$ cat config.mk
export PLATFORM = sky130hd
export DESIGN_NAME = multicycle_ctrl
export DESIGN_NICKNAME = d
export VERILOG_FILES = /design/src/rtl/multicycle_ctrl.sv
export SDC_FILE = /design/constraint.sdc
export NUM_CORES = 1
export LEC_CHECK = 0
export BUFFER_PORTS_ARGS = -buffer_cell sky130_fd_sc_hd__buf_2
export CAP_MARGIN = 15
export CORE_MARGIN = 3
export CORE_UTILIZATION = 58
export DETAILED_ROUTE_END_ITERATION = 16
export PLACE_DENSITY = 0.89
export SKIP_LAST_GASP = 1
export SLEW_MARGIN = 20
export SYNTH_ARGS = -nofsm -noshare
export SYNTH_HDL_FRONTEND = slang
export SYNTH_SLANG_ARGS = --single-unit
$ cat constraint.sdc
create_clock -name clk -period 11.45 [get_ports clk]
set_input_delay 3.435 -clock clk [delete_from_list [all_inputs] [get_ports clk]]
set_output_delay 3.435 -clock clk [all_outputs]
set_load 0.005 [all_outputs]
$ cat src/rtl/multicycle_ctrl.sv
// Multi-cycle control sequencer for the MIPS-lite datapath.
// Steps each instruction through FETCH/DECODE/EXEC/MEM/WB. Every cycle it drives
// the datapath enables and mux selects, waits on the memory ready handshakes, and
// counts retired instructions.
module multicycle_ctrl #(
   parameter int USE_READY = 1,
   parameter int CNT_W     = 32
) (
   input  logic             clk,
   input  logic             reset,
   input  logic [5:0]       op,
   input  logic [5:0]       funct,
   input  logic             zero,
   input  logic             imem_ready,
   input  logic             dmem_ready,
   output logic             PCWr,
   output logic             IRWr,
   output logic [1:0]       PCsel,
   output logic             RFWr,
   output logic [1:0]       WRsel,
   output logic [1:0]       WDsel,
   output logic             EXTOp,
   output logic             Bsel,
   output logic [1:0]       ALUOp,
   output logic             Sll,
   output logic             LUIsel,
   output logic             DMWr,
   output logic             MDRWr,
   output logic             instr_done,
   output logic             illegal,
   output logic [CNT_W-1:0] instret,
   output logic [2:0]       state
);

   // Opcode and funct encodings
   localparam logic [5:0] OP_RTYPE = 6'b000000;
   localparam logic [5:0] OP_ORI   = 6'b001101;
   localparam logic [5:0] OP_LW    = 6'b100011;
   localparam logic [5:0] OP_SW    = 6'b101011;
   localparam logic [5:0] OP_BEQ   = 6'b000100;
   localparam logic [5:0] OP_LUI   = 6'b001111;
   localparam logic [5:0] OP_JAL   = 6'b000011;
   localparam logic [5:0] FN_ADDU  = 6'b100001;
   localparam logic [5:0] FN_SUBU  = 6'b100011;
   localparam logic [5:0] FN_SLL   = 6'b000000;
   localparam logic [5:0] FN_JR    = 6'b001000;

   // Mux select encodings
   localparam logic [1:0] PC_PLUS4 = 2'b00;
   localparam logic [1:0] PC_BR    = 2'b01;
   localparam logic [1:0] PC_JAL   = 2'b10;
   localparam logic [1:0] PC_REG   = 2'b11;
   localparam logic [1:0] WR_RT    = 2'b00;
   localparam logic [1:0] WR_RD    = 2'b01;
   localparam logic [1:0] WR_RA    = 2'b10;
   localparam logic [1:0] WD_ALU   = 2'b00;
   localparam logic [1:0] WD_MDR   = 2'b01;
   localparam logic [1:0] WD_PC    = 2'b10;
   localparam logic [1:0] ALU_ADD  = 2'b00;
   localparam logic [1:0] ALU_SUB  = 2'b01;
   localparam logic [1:0] ALU_OR   = 2'b10;

   typedef enum logic [2:0] {
      S_FETCH  = 3'd0,
      S_DECODE = 3'd1,
      S_EXEC   = 3'd2,
      S_MEM    = 3'd3,
      S_WB     = 3'd4
   } state_t;

   typedef enum logic [3:0] {
      I_ADDU, I_SUBU, I_SLL, I_JR, I_ORI, I_LW,
      I_SW, I_BEQ, I_LUI, I_JAL, I_BAD
   } instr_t;

   state_t           state_reg;
   state_t           state_next;
   logic [CNT_W-1:0] instret_reg;
   instr_t           instr;
   logic             rdy_i;
   logic             rdy_d;
   logic             retire;

   // Per-instruction ALU controls, shared by EXEC and the ALU-result WB cycle
   logic [1:0]       alu_op_dec;
   logic             bsel_dec;
   logic             extop_dec;
   logic             sll_dec;
   logic             lui_dec;

   // With the handshake disabled, memories are treated as always ready
   assign rdy_i = (USE_READY != 0) ? imem_ready : 1'b1;
   assign rdy_d = (USE_READY != 0) ? dmem_ready : 1'b1;

   // Classify the instruction held in IR
   always_comb begin
      instr = I_BAD;
      case (op)
         OP_RTYPE: begin
            case (funct)
               FN_ADDU: instr = I_ADDU;
               FN_SUBU: instr = I_SUBU;
               FN_SLL:  instr = I_SLL;
               FN_JR:   instr = I_JR;
               default: instr = I_BAD;
            endcase
         end
         OP_ORI:  instr = I_ORI;
         OP_LW:   instr = I_LW;
         OP_SW:   instr = I_SW;
         OP_BEQ:  instr = I_BEQ;
         OP_LUI:  instr = I_LUI;
         OP_JAL:  instr = I_JAL;
         default: instr = I_BAD;
      endcase
   end

   // ALU control decode: operation, B source, immediate extension, special paths
   always_comb begin
      alu_op_dec = ALU_ADD;
      bsel_dec   = 1'b0;
      extop_dec  = 1'b0;
      sll_dec    = 1'b0;
      lui_dec    = 1'b0;
      case (instr)
         I_SUBU, I_BEQ: alu_op_dec = ALU_SUB;
         I_ORI: begin
            alu_op_dec = ALU_OR;
            bsel_dec   = 1'b1;
         end
         I_LW, I_SW: begin
            bsel_dec  = 1'b1;
            extop_dec = 1'b1;
         end
         I_LUI: begin
            bsel_dec = 1'b1;
            lui_dec  = 1'b1;
         end
         I_SLL:   sll_dec = 1'b1;
         default: ;
      endcase
   end

   // State register
   always_ff @(posedge clk) begin
      if (reset) begin
         state_reg <= S_FETCH;
      end else begin
         state_reg <= state_next;
      end
   end

   // Retired-instruction counter, wraps naturally at 2^CNT_W
   always_ff @(posedge clk) begin
      if (reset) begin
         instret_reg <= '0;
      end else if (retire) begin
         instret_reg <= instret_reg + CNT_W'(1);
      end
   end

   // Next-state and datapath control outputs; reset forces every control low
   always_comb begin
      state_next = state_reg;
      retire     = 1'b0;
      PCWr       = 1'b0;
      IRWr       = 1'b0;
      PCsel      = PC_PLUS4;
      RFWr       = 1'b0;
      WRsel      = WR_RT;
      WDsel      = WD_ALU;
      EXTOp      = 1'b0;
      Bsel       = 1'b0;
      ALUOp      = ALU_ADD;
      Sll        = 1'b0;
      LUIsel     = 1'b0;
      DMWr       = 1'b0;
      MDRWr      = 1'b0;
      illegal    = 1'b0;

      case (state_reg)
         S_FETCH: begin
            IRWr = rdy_i;
            PCWr = rdy_i;
            if (rdy_i) begin
               state_next = S_DECODE;
            end
         end

         S_DECODE: begin
            case (instr)
               I_JAL: begin
                  RFWr   = 1'b1;
                  WRsel  = WR_RA;
                  WDsel  = WD_PC;
                  PCWr   = 1'b1;
                  PCsel  = PC_JAL;
                  retire = 1'b1;
               end
               I_JR: begin
                  PCWr   = 1'b1;
                  PCsel  = PC_REG;
                  retire = 1'b1;
               end
               I_BAD: begin
                  // Unsupported encodings complete as a NOP so the program keeps going
                  illegal = 1'b1;
                  retire  = 1'b1;
               end
               default: state_next = S_EXEC;
            endcase
         end

         S_EXEC: begin
            ALUOp  = alu_op_dec;
            Bsel   = bsel_dec;
            EXTOp  = extop_dec;
            Sll    = sll_dec;
            LUIsel = lui_dec;
            case (instr)
               I_BEQ: begin
                  PCWr   = zero;
                  PCsel  = PC_BR;
                  retire = 1'b1;
               end
               I_LW, I_SW:                          state_next = S_MEM;
               I_ADDU, I_SUBU, I_SLL, I_ORI, I_LUI: state_next = S_WB;
               default:                             state_next = S_FETCH;
            endcase
         end

         S_MEM: begin
            // Keep the address computation live while the memory may stall
            Bsel  = 1'b1;
            EXTOp = 1'b1;
            ALUOp = ALU_ADD;
            case (instr)
               I_SW: begin
                  DMWr = 1'b1;
                  if (rdy_d) begin
                     retire = 1'b1;
                  end
               end
               I_LW: begin
                  MDRWr = rdy_d;
                  if (rdy_d) begin
                     state_next = S_WB;
                  end
               end
               default: state_next = S_FETCH;
            endcase
         end

         S_WB: begin
            RFWr   = 1'b1;
            retire = 1'b1;
            case (instr)
               I_LW: begin
                  WRsel = WR_RT;
                  WDsel = WD_MDR;
               end
               I_ADDU, I_SUBU, I_SLL: begin
                  WRsel  = WR_RD;
                  WDsel  = WD_ALU;
                  ALUOp  = alu_op_dec;
                  Bsel   = bsel_dec;
                  EXTOp  = extop_dec;
                  Sll    = sll_dec;
                  LUIsel = lui_dec;
               end
               default: begin
                  WRsel  = WR_RT;
                  WDsel  = WD_ALU;
                  ALUOp  = alu_op_dec;
                  Bsel   = bsel_dec;
                  EXTOp  = extop_dec;
                  Sll    = sll_dec;
                  LUIsel = lui_dec;
               end
            endcase
         end

         default: state_next = S_FETCH;
      endcase

      if (retire) begin
         state_next = S_FETCH;
      end

      // Reset drops any pending write and suppresses retirement in the same cycle
      if (reset) begin
         retire  = 1'b0;
         PCWr    = 1'b0;
         IRWr    = 1'b0;
         PCsel   = PC_PLUS4;
         RFWr    = 1'b0;
         WRsel   = WR_RT;
         WDsel   = WD_ALU;
         EXTOp   = 1'b0;
         Bsel    = 1'b0;
         ALUOp   = ALU_ADD;
         Sll     = 1'b0;
         LUIsel  = 1'b0;
         DMWr    = 1'b0;
         MDRWr   = 1'b0;
         illegal = 1'b0;
      end
   end

   assign instr_done = retire;
   assign state      = reset ? 3'd0 : state_reg;
   assign instret    = reset ? '0 : instret_reg;

endmodule

# == Word-level counts from Yosys, hierarchy flattened ==
# Cells that the tools add are included.
# op_classes
addsub,1
mux,65
reduce_logical,13
eq_ne,28
bitwise,1
# op_table
cell,count
$mux 1,36
$add 32x1->32 const B,1
$mux 32,1
$pmux 4 s7,1
$eq 6x6->1 const B,4
$pmux 2 s2,6
$eq 6x4->1 const B,3
$eq 4x3->1 const B,4
$pmux 4 s4,1
$pmux 3 s5,1
$eq 4x4->1 const B,3
$logic_not 6->1,2
$mux 2,6
$mux 3,4
$pmux 1 s3,3
$pmux 3 s3,1
$eq 4x2->1 const B,2
$ne 2x2->1 const B,4
$reduce_or 2->1,4
$eq 3x2->1 const B,2
$eq 6x2->1 const B,1
$eq 6x3->1 const B,1
$pmux 1 s2,3
$pmux 3 s2,1
other kinds (12),13
# word_totals
output_inout_bits,54
regBits,35
inputBits,17
wordCells,110

# == Longest topological paths before layout ==
# Gate-level depths: netlist (run 1).
# depth
depth_word,9
ltp_mapped,9
depth_no_buf,6

# == Worst setup path before layout (run 1) ==
# OpenSTA, ideal clock, no wires.
# synth_timing
path_kind,input port to output port
from,input port op[1]
to,output port WRsel[1]
stages,7
setup_slack_ns,2.705
arrival_ns,5.310
required_ns,8.015
n_path_buf,2
path_cell_list,buf_6 or4b_4 a211oi_4 a21oi_1 or3_1 nor3_1 buf_4
# synth_via
elab_chain_len,6
elab_cells_between_ends,12
cone_classes,eq/ne (7); mux (4); reduce/logical (1)
# synth_lines
element,line,rtl
"start, declared",11,"input logic [5:0] op,"
$eq 6x2->1 (tied with other cells),98,case (op)
$pmux 4 s7 (*),98,
$eq 4x4->1 (*),191,case (instr)
$mux 2 (*),191,
$pmux 2 s2 (*),181,case (state_reg)
$mux 2 (*),291,if (reset) begin
"end, declared",20,"output logic [1:0] WRsel,"
# Every way passes the cells marked *; elsewhere a longest branch is shown, timed or not.

# == Worst setup path in the final report (run 1) ==
# layout_timing
from,input port op[1]
to,output port PCsel[1]
# layout_via
elab_chain_len,6
elab_cells_between_ends,13
cone_classes,eq/ne (8); mux (4); reduce/logical (1)
# layout_lines
element,line,rtl
$eq 6x2->1 (tied with other cells),98,
$pmux 4 s7 (*),98,
$eq 4x2->1 or $eq 4x4->1 (tied branches),191,
$pmux 2 s2 (*),191,
$pmux 2 s2 (*),181,
$mux 2 (*),291,
"end, declared",18,"output logic [1:0] PCsel,"
# Marked as above.

==> results of run 1 <==
[critical path: stages]
cell and delay, ns:
buf_2 0.16, or3_1 0.43, nor4_1 0.58, a21oi_1 0.14, or3_1 0.50, o21a_1 0.22
nor3_1 0.16, buf_2 0.14
[power groups by stage]
stage / sequential, mW / clock, mW / combinational (mW)
global route: 0.139 / 0.0948 / 0.104
floorplan: 0.133 / 0 / 0.0809
finish: 0.138 / 0.0883 / 0.0930
global placement: 0.140 / 0 / 0.0888
detailed placement: 0.140 / 0 / 0.0910
CTS: 0.137 / 0.0906 / 0.0912
[placed cells by master (no fill, tap or decap), types with 4 or more instances in the layout]
cell type / synthesis / layout
a2111oi_1: 4 / 4
a211oi_1: 8 / 8
a21oi_1: 25 / 25
and3_1: 8 / 8
buf_2: 3 / 70
clkbuf_8: 0 / 5
dfxtp_1: 35 / 35
inv_1: 5 / 5
mux2_1: 4 / 4
mux2_2: 26 / 26
nand2_1: 13 / 13
nand3_1: 20 / 20
nand3b_1: 4 / 4
nand4_1: 14 / 14
nor2_1: 50 / 50
nor2b_1: 37 / 37
nor3_1: 11 / 11
o21ai_0: 8 / 8
or3_1: 4 / 4
[per-stage QoR]
stage | power, mW | util | setup WS (ns) | instances | area, sq um
2_1_floorplan | 0.214 | - | 2.70 | 357 | 2810
3_5_place_dp | 0.231 | 0.691 | 2.40 | 454 | 3110
6_report | 0.319 | 0.709 | 2.25 | 462 | 3200
4_1_cts | 0.319 | 0.709 | 2.40 | 462 | 3200
5_1_grt | 0.339 | 0.709 | 2.16 | 462 | 3200
3_3_place_gp | 0.229 | 0.691 | 2.50 | 454 | 3110
[logic make-up (layout without fill, tap and decap cells)]
logic type / count (synthesis) / in the layout / share of synthesized area
compound gates: 75 / 75 / 0.218
xor+xnor: 1 / 1 / 0.00312
fa+ha+maj: 1 / 1 / 0.00445
buf+inv: 32 / 85 / 0.0534
flops: 35 / 35 / 0.249
mux: 30 / 30 / 0.120
simple gates: 183 / 183 / 0.352
[metal layers]
layer  global-route usage  routed length, um  vias to the layer above
met4               0.0990                131                        0
met1                0.338               3070                     1362
met5                    0                  0                        -
li1                     -                  -                     1421
met2                0.403               3510                      147
met3               0.0594                530                       17
[path summary, 6_finish.rpt]
| kind | start | end | slack (ns) | cells after the start |
|---|---|---|---|---|
| worst max register to register | state_reg[0] | instret_reg[18] | 8.04 | 5 |
| worst max-delay path | op[1] | PCsel[1] | 2.25 | 8 |
| worst min-delay path | instret_reg[1] | instret_reg[1] | 0.54 | 2 |
| worst min register to register | instret_reg[1] | instret_reg[1] | 0.54 | 2 |
[cell type report]
class                           count  area share
Multi-Input combinational cell    290       0.614
Sequential cell                    35       0.219
Timing Repair Buffer               72       0.114
Clock buffer                        6      0.0227
Tap cell                           52      0.0204
Inverter                            5     0.00587
Clock inverter                      2     0.00392
==> metrics list, run 1 <==
- Adding up every negative setup slack in the final design gives 0 ns.
- Portion of synthesized cell area occupied by the leading cell type: 0.249
- Gates resized during post-CTS repair numbered 0.
- Layout Area Growth over Synthesis: 13.7%
- Result of the run: completed
- The register with the most flip-flops in the layout has 32 of them.
- TritonCTS built the clock tree.
* Switching part of the total power: 0.371
- The worst setup path is launched from a primary input.
- Core region area: 0.00450 sq mm
- The analysis attributes to net switching a power of 0.118 mW.
- The internal portion of the total power is 0.201 mW.
* Post-detailed-routing wire length: 7.25 mm
* Total of endpoints with negative setup slack in the final report: 0
- Start-to-end type of the worst setup path: primary input to primary output
- Ys flop type: dfxtp_1
- Across all layers, the routed design uses 2947 vias.
- Leading post-synthesis cells by cell area: dfxtp_1 (25%), mux2_2 (10%), nor2b_1 (8.2%)
- Drt wl/cell: 15.7 um
- Remaining antenna violation count: 0
* Post-Route Skew: 0.0125 ns
- The sequential cells in the finished layout cover a total of 701 sq um.
- Number of buffers added on ports: 70
- For this run, asynchronously set or reset flops after synthesis account for 0.
- Clock transition time at the flip-flop clock pins of the worst setup and hold paths: 0.08 ns
- GRT Util Overall: 0.255
- Pin placement for this block handled 71 I/O pins.
- The mapped netlist covers 0.00281 sq mm.
- In the routed design, unresolved DRC markers number 0.
- Entering global routing, the biggest net connects 80 pins.
* Die width: 75.6 um
- For this run, the top clock speed supported by timing is 109 MHz.
- Post-synth net total: 375
* Power Dens Cells: 99.9 mW/mm^2
* Number of CTS-inserted buffers: 5
* Floorplan die height: 75.6 um
- Half-perimeter wire length after placement: 5.25 mm
- In this run, synthesis inferred 0 flip-flops with an integrated enable.
- Dividing the final minimum period by the clock period gives 0.803.
- Hold violation total from the final report: 0
* Share of post-route cells with drive strength above 1: 0.293
- Arrival time worst endpoint: 5.76 ns
- Min-Delay Path Class: flop to flop
- In the post-synthesis netlist, the cell with the most instances is nor2_1.
- The first global-routing pass estimated 11.4 mm of wire.
* Data required time of the worst path: 8.02 ns
- The worst-case IR drop observed on VDD is 0.0000565 V.
- Of the total power, the clock network draws 0.277.
- Detailed Route Iter0 Violations: 296
- The worst setup path is captured at a primary output.
- Via count of the first global-routing pass: 2487
- Tightest hold margin: 0.544 ns
* Hold-fix buffers at CTS: 0
* Peak fanout along the critical path: 10
- Starting density of the core: 0.624
- At the pin with the least slew margin, the transition time is 0.941 ns.
* Slew HR: 0.371
- The tree built by TritonCTS fans out to 35 sinks.
* Register area share after synthesis: 0.249
- CTS max path bufs: 2
- In this run, synthesis produced a sequential element count of 35.
- Final-layout fill cell count: 366
- After synthesis, the most frequently instantiated cells are nor2_1 (50), nor2b_1 (37), dfxtp_1 (35).
* Clock latency on the worst-skew pair: 0.29 ns
* Fin nets: 427
- Syn Area/Cell: 7.88 sq um
* Max-slew violation count: 0
- Max-cap violation count: 0
- The number of different library cells used by synthesis comes to 58.
* Cell taking the most area after synthesis: dfxtp_1
- The first detailed-routing pass ran for 5 iterations.
- CTS placed an instance of clkbuf_8 at the clock tree root.
* Minimum period implied by the final worst setup slack: 9.20 ns
- In this run the number of H-tree levels came out at 2.
- Setup repair after global routing left no endpoint under its margin.
- Vias per cell: 6.38
- The floorplan has 24 rows.
- The number of antenna violations at the first check in global routing came to 0.
- In this run the static leakage power is 1.32 nW.
- The number of setup buffers added after CTS is 0.
* N_diodes: 0
* Area of the die: 0.00572 sq mm
* Synthesis warning total: 0
- In the synthesized netlist, the number of instances is 357.
* Share of power burned in registers: 0.432
- Combinational group share of total power: 0.292
* Total grt overflow: 0
- Area of combinational cells with multiple inputs: 0.00196 sq mm
- Final estimated routing congestion in global placement: 0.987
Note: power is estimated with default switching activity, not from simulation.
==> run 2: changes to the inputs <==
- CORE_UTILIZATION: 58 -> 49
- PLACE_DENSITY: 0.89 -> 0.8
- clock period: 11.45 -> 7.5 ns (I/O delays scaled with it)
==> metrics list, run 2 (synthesis results as in run 1) <==
- The flow ran to the end, and the final reports show no timing, DRC or antenna violations.
- Start-to-end type of the worst setup path: primary input to primary output
- TritonCTS clock tree: built
- Post-layout worst setup margin: 0.683 ns
- Entering global routing, the biggest net connects 54 pins.
* Min-Delay Path Class: flop to flop
* Total negative slack: 0 ns
- Critical Path End Type: primary output
* Max-cap violation count: 0
* CTS max path bufs: 2
- Across every metal layer, demand over resource in global routing totals 0.217.
- Post-Layout Inst Area: 0.00322 sq mm
- In the final routing, the length of wire on met1 measures 3.05 mm.
* Combinational group share of total power: 0.288
* Leading cell type in the layout, fill and taps excluded: buf_2
* FF/Latch Area: 701 sq um
- The die covers 0.00668 sq mm.
- For this configuration, the core starts out at a cell density of 0.527.
- Commonest cells after routing, fill and taps aside: buf_2 (70), nor2_1 (50), nor2b_1 (37)
- For this design the ratio of total power to cell area is 151 mW/mm^2.
- Fill cells in the final layout number 492.
- Drt wl/cell: 15.0 um
* Post-Route Skew: 0.00717 ns
- Leakage: 1.32 nW
* Via count: 2883
- From left edge to right edge, the die measures 81.7 um.
- Maximum clock frequency: 147 MHz
* Resize count post-CTS: 0
- Category of the worst setup path launch point: primary input
- Clock root buffer master: clkbuf_8
* Max rail drop VDD: 0.000121 V
* Fin nets: 427
- In the final layout, the share of cells above drive strength 1 is 0.293.
* Post-Route Utilization: 0.603
* Floorplan die height: 81.7 um
* Number of post-CTS setup repair buffers: 0
- In this run the most critical hold path is launched from instret_reg[31].
* Post-Place Worst Slack: 0.797 ns
- Vias per cell: 6.01
- For this block, the routed nets add up to 7.22 mm of wire.
- The count of endpoints failing hold in the final timing report came to 0.
- The number of antenna diodes in the final layout is 0.
- After clock tree synthesis, the flow added hold-fix buffers numbering 0.
- The count of pins over their slew limit came to 0.
- Final estimated routing congestion in global placement: 0.901
- The HPWL after detailed placement is 5.32 mm.
- Of all nets on the critical path, the largest fanout is 34.
- The worst pin sits at a relative slew slack of 0.409.
- Switching part of the total power: 0.370
- Site Rows: 26
- Number of CTS-inserted buffers: 5
- Data required time of the worst path: 5.25 ns
- The routed design could run at a clock period as short as 6.82 ns.
- The detail route stage leaves a number of antenna-violating nets equal to 0.
- Tracing the worst setup path back leads to its startpoint at op[3].
- At the pin with the least slew margin, the transition time is 0.887 ns.
- Uppermost layer routed: met4
* Wire length on met2: 3.55 mm
* Setup repair after global routing missed its margin: false
- Final period util: 0.909
- Summing all placed instances gives a cell area of 0.00313 sq mm.
- Share of power burned in registers: 0.434
- Residual DRC count: 0
* Fraction of power consumed by the clock network: 0.279
- RR Startpoint: state_reg[0]
- After clock tree synthesis, the clock-pin slew on the worst setup and hold paths is 0.07 ns.
- The internal portion of the total power is 0.306 mW.
- Flip-flop count of the largest register, all copies and words added: 32
- In the final layout, the multi-input gates occupy 0.00196 sq mm.
- Compared with the post-synthesis result, the final layout area differs by 14.5%.
* Core region area: 0.00534 sq mm
* Number of buffers added on ports: 70
- Total grt overflow: 0
- The number of antenna violations at the first check in global routing is 0.
- For the worst setup path, the data arrival time is 4.57 ns.
* Global-route wire length before repair: 11.6 mm
- Detailed Route Iter0 Violations: 213
- The clock tree synthesis step divided the H-tree into 2 levels.
* I/O pin cnt: 71
- The later pin in the worst-skew pair is clocked with a latency of 0.29 ns.
- Via count of the first global-routing pass: 2561
* Total of endpoints with negative setup slack in the final report: 0
* Clock Sinks: 35
- In this run the power spent charging and discharging nets is 0.180 mW.
* Met3 Routed Length: 528 um
- The first detailed-routing pass took 4 iterations.
run 2: critical path: stages:
cell and delay (ns):
buf_2 0.19, nor4bb_1 0.47, a221oi_1 0.14, a2111oi_1 0.65, o211a_4 0.53, a21oi_1 0.15
buf_2 0.18
run 2: final timing paths:
path | end | cells past startpoint | slack, ns
worst min-delay path | instret_reg[31] | 2 | 0.56
worst min register to register | instret_reg[31] | 2 | 0.56
worst max-delay path | instr_done | 7 | 0.68
worst max register to register | instret_reg[25] | 5 | 4.43
run 2: per-stage QoR:
stage	hold WS [ns]	power, mW	cells
floorplan	0.490	0.326	357
global placement	0.529	0.349	472
detailed placement	0.543	0.352	472
CTS	0.554	0.487	480
global route	0.580	0.515	480
finish	0.555	0.486	480
run 2: cell type report:
class | count | share of cell area
clock buffers | 6 | 0.0226
clock inverters | 2 | 0.00389
repair buffers | 72 | 0.114
flip-flops and latches | 35 | 0.218
multi-input cells | 290 | 0.609
inverters | 5 | 0.00583
well taps | 70 | 0.0272
run 2: metal layers:
layer / global-route usage / up-vias
met5: 0 / -
met4: 0.0598 / 0
li1: - / 1414
met1: 0.278 / 1342
met3: 0.0351 / 8
met2: 0.373 / 119
run 2: power by group through the flow:
stage | clock [mW] | combinational, mW | sequential (mW)
2_1_floorplan | 0 | 0.123 | 0.203
3_3_place_gp | 0 | 0.135 | 0.215
3_5_place_dp | 0 | 0.138 | 0.214
4_1_cts | 0.138 | 0.139 | 0.210
5_1_grt | 0.145 | 0.156 | 0.213
6_report | 0.135 | 0.140 | 0.211
==> run 3: changes to the inputs <==
- ABC_AREA: not set -> 1
- CORE_UTILIZATION: 49 -> 48
==> metrics list, run 3 <==
- The H-tree was split into 2 levels.
* Number of antenna violations at the first check in global routing: 0
- Post-Route Skew: 0.00463 ns
- GRT Util Overall: 0.215
- Based on the critical path, the design can be clocked at up to 165 MHz.
* Critical path's largest stage delay: 0.30 ns
* Share of post-route cells with drive strength above 1: 0.171
- Fill cells in the final layout number 558.
- In the synthesized netlist the dominant register cell turns out to be dfxtp_1.
- Resize count post-CTS: 0
- In this run the core area contains 26 standard-cell rows.
- Commonest cells after routing, fill and taps aside: nand2_1 (124), nor2_1 (119), inv_1 (78)
- Via count of the first global-routing pass: 2709
* Leading post-synthesis cells by cell area: dfxtp_1 (26%), nand2_1 (17%), nor2_1 (16%)
* Min-Delay Path Class: flop to flop
* Post-Place Worst Slack: 1.47 ns
* Clock latency on the worst-skew pair: 0.29 ns
- In this run the static leakage power is 1.68 nW.
- Worst R2R Path Depth: 11
* Max rail drop VDD: 0.000141 V
- In the synthesized netlist the async set-or-reset flop fraction comes to 0.
- Area of the die: 0.00659 sq mm
* Max-slew violation count: 0
- Flip-flop count of the largest register, all copies and words added: 32
* Peak fanout along the critical path: 5
- N_diodes: 0
- Register area share after synthesis: 0.258
- For this design, the sink count on the clock tree is 35.
- Counting every instance in the synthesized netlist gives 495.
* Vias per cell: 5.02
- Tightest hold margin: 0.490 ns
- After synthesis, the most frequently instantiated cells are nand2_1 (124), nor2_1 (119), inv_1 (78).
* Fin nets: 577
- The worst setup path is of the primary input to primary output kind.
- Power Dens Cells: 181 mW/mm^2
* Number of post-CTS setup repair buffers: 0
- The worst path needs 6.05 ns of the cycle, external delays included.
- Clock root buffer master: clkbuf_8
- The number of different library cells used by synthesis comes to 28.
- The number of clock buffers added by TritonCTS is 5.
- STA classifies the critical path startpoint as a primary input.
- The initial utilization of the core area, before any placement, comes to 0.515.
* Drt wl/cell: 11.0 um
- Worst Max-Slew Pin Slew: 0.583 ns
* Result of the run: completed
* Most common cell in the netlist: nand2_1
- TritonCTS clock tree: built
- The first routing iteration left 262 violations.
- Number of flip-flops and latches in the synthesized netlist: 35
- Core region area: 0.00527 sq mm
- Synthesis warning total: 0
- Layout Area Growth over Synthesis: 17.1%
- Setup slack closes at 1.45 ns.
- In the routed design, unresolved DRC markers number 0.
* Syn Area/Cell: 5.48 sq um
* Post-detailed-routing wire length: 6.91 mm
- For this design the top-level I/O count stands at 71.
* Pre-antenna DRT Iters: 6
- Cell taking the most area after synthesis: dfxtp_1
* Hold Path Depth: 2
- Floorplan die height: 81.2 um
- The tool flagged a number of max-cap violations equal to 0.
* Cell chain of the critical path: buf_2 > nand2_1 > inv_1 > nand3_1 > nand2_1 > nor2_1 > nand4_1 > inv_1 > nand4_1 > a221oi_1 > buf_2
- Largest net degree at the start of global routing: 57
- Hold-fix buffers at CTS: 0
- Input and output buffers added on the ports amount to 70.
- Final period util: 0.807
- The worst setup path is captured at a primary output.
- CTS max path bufs: 2
* Setup repair after global routing missed its margin: false
* Global-route wire length before repair: 11.5 mm
* Data required time of the worst path: 5.25 ns
- Portion of synthesized cell area occupied by the leading cell type: 0.258
- EDFF count, synth: 0
* Half-perimeter wire length after placement: 5.14 mm
- Total negative slack: 0 ns
- The total overflow left after global routing is 0.
- Die width: 81.2 um
* Via count: 3163
- Master of the slowest instance on the critical path: a221oi_1
* Hold violation total from the final report: 0
* Remaining antenna violation count: 0
- Total of endpoints with negative setup slack in the final report: 0
* Final estimated routing congestion in global placement: 0.981
- Leading cell type in the layout, fill and taps excluded: nand2_1
- When the netlist entered floorplanning its net count stood at 513.
- Summing every instance area after synthesis gives 0.00271 sq mm.
* Slew HR: 0.608
- For the worst setup path, the data arrival time is 3.80 ns.
- After clock tree synthesis, the clock-pin slew on the worst setup and hold paths is 0.07 ns.
-- run 3: changes by cell type after synthesis, moves of 5 or more --
cell / delta
nor2_1: +69
a21oi_1: +6
a211oi_1: -8
nor2b_1: -37
and3_1: -8
inv_1: +73
nand4_1: -5
nand2_1: +111
mux2_2: -26
nand3_1: +17
clkbuf_1: -13
-- run 3: logic make-up after synthesis --
logic type | share of synthesized area
adder cells (fa/ha/maj) | 0.00461
AND/OR/NAND/NOR | 0.517
buffers and inverters | 0.146
flip-flops | 0.258
AO/OA/AOI/OAI | 0.0738
-- run 3: power breakdown --
group          total (mW)  switching (mW)  internal (mW)  leakage, nW
clock               0.152          0.0686         0.0838       0.0515
sequential          0.207          0.0106          0.197        0.283
combinational       0.217           0.154         0.0622         1.35
total               0.576           0.233          0.343         1.68
-- run 3: worst paths after layout --
check,startpoint,end,slack [ns]
worst max-delay path,op[2],PCsel[1],1.45
worst min-delay path,instret_reg[1],instret_reg[1],0.49
worst max register to register,state_reg[0],instret_reg[4],5.10
worst min register to register,instret_reg[1],instret_reg[1],0.49
-- run 3: critical path: cells and delay by family --
kind / cells / cell delay [ns]
AOI/OAI and AO/OA: 1 / 0.30
buffers and inverters: 4 / 0.49
and+or+nand+nor: 6 / 0.76
-- run 3: cell type report --
class | count | area, sq um | share of cell area
inverter | 80 | 300 | 0.0945
multi-input combinational | 364 | 1620 | 0.508
timing repair buffer | 73 | 373 | 0.117
sequential | 35 | 701 | 0.221
tap | 70 | 87.6 | 0.0276
clock buffer | 8 | 100 | 0.0315
-- run 3: stage by stage --
stage	utilization	instances	area [sq um]	power, mW
floorplan	-	495	2710	0.400
global placement	0.584	622	3080	0.421
detailed placement	0.584	622	3080	0.426
CTS	0.603	630	3180	0.579
global route	0.603	630	3180	0.617
finish	0.603	630	3180	0.576
-- run 3: per-layer routing --
metal,up-vias,share of wire,global-route usage,routed length [um]
met2,93,0.48,0.378,3290
met1,1393,0.46,0.264,3150
li1,1666,-,-,-
met4,0,0.013,0.0676,91
met5,-,0,0,0
met3,11,0.053,0.0410,368
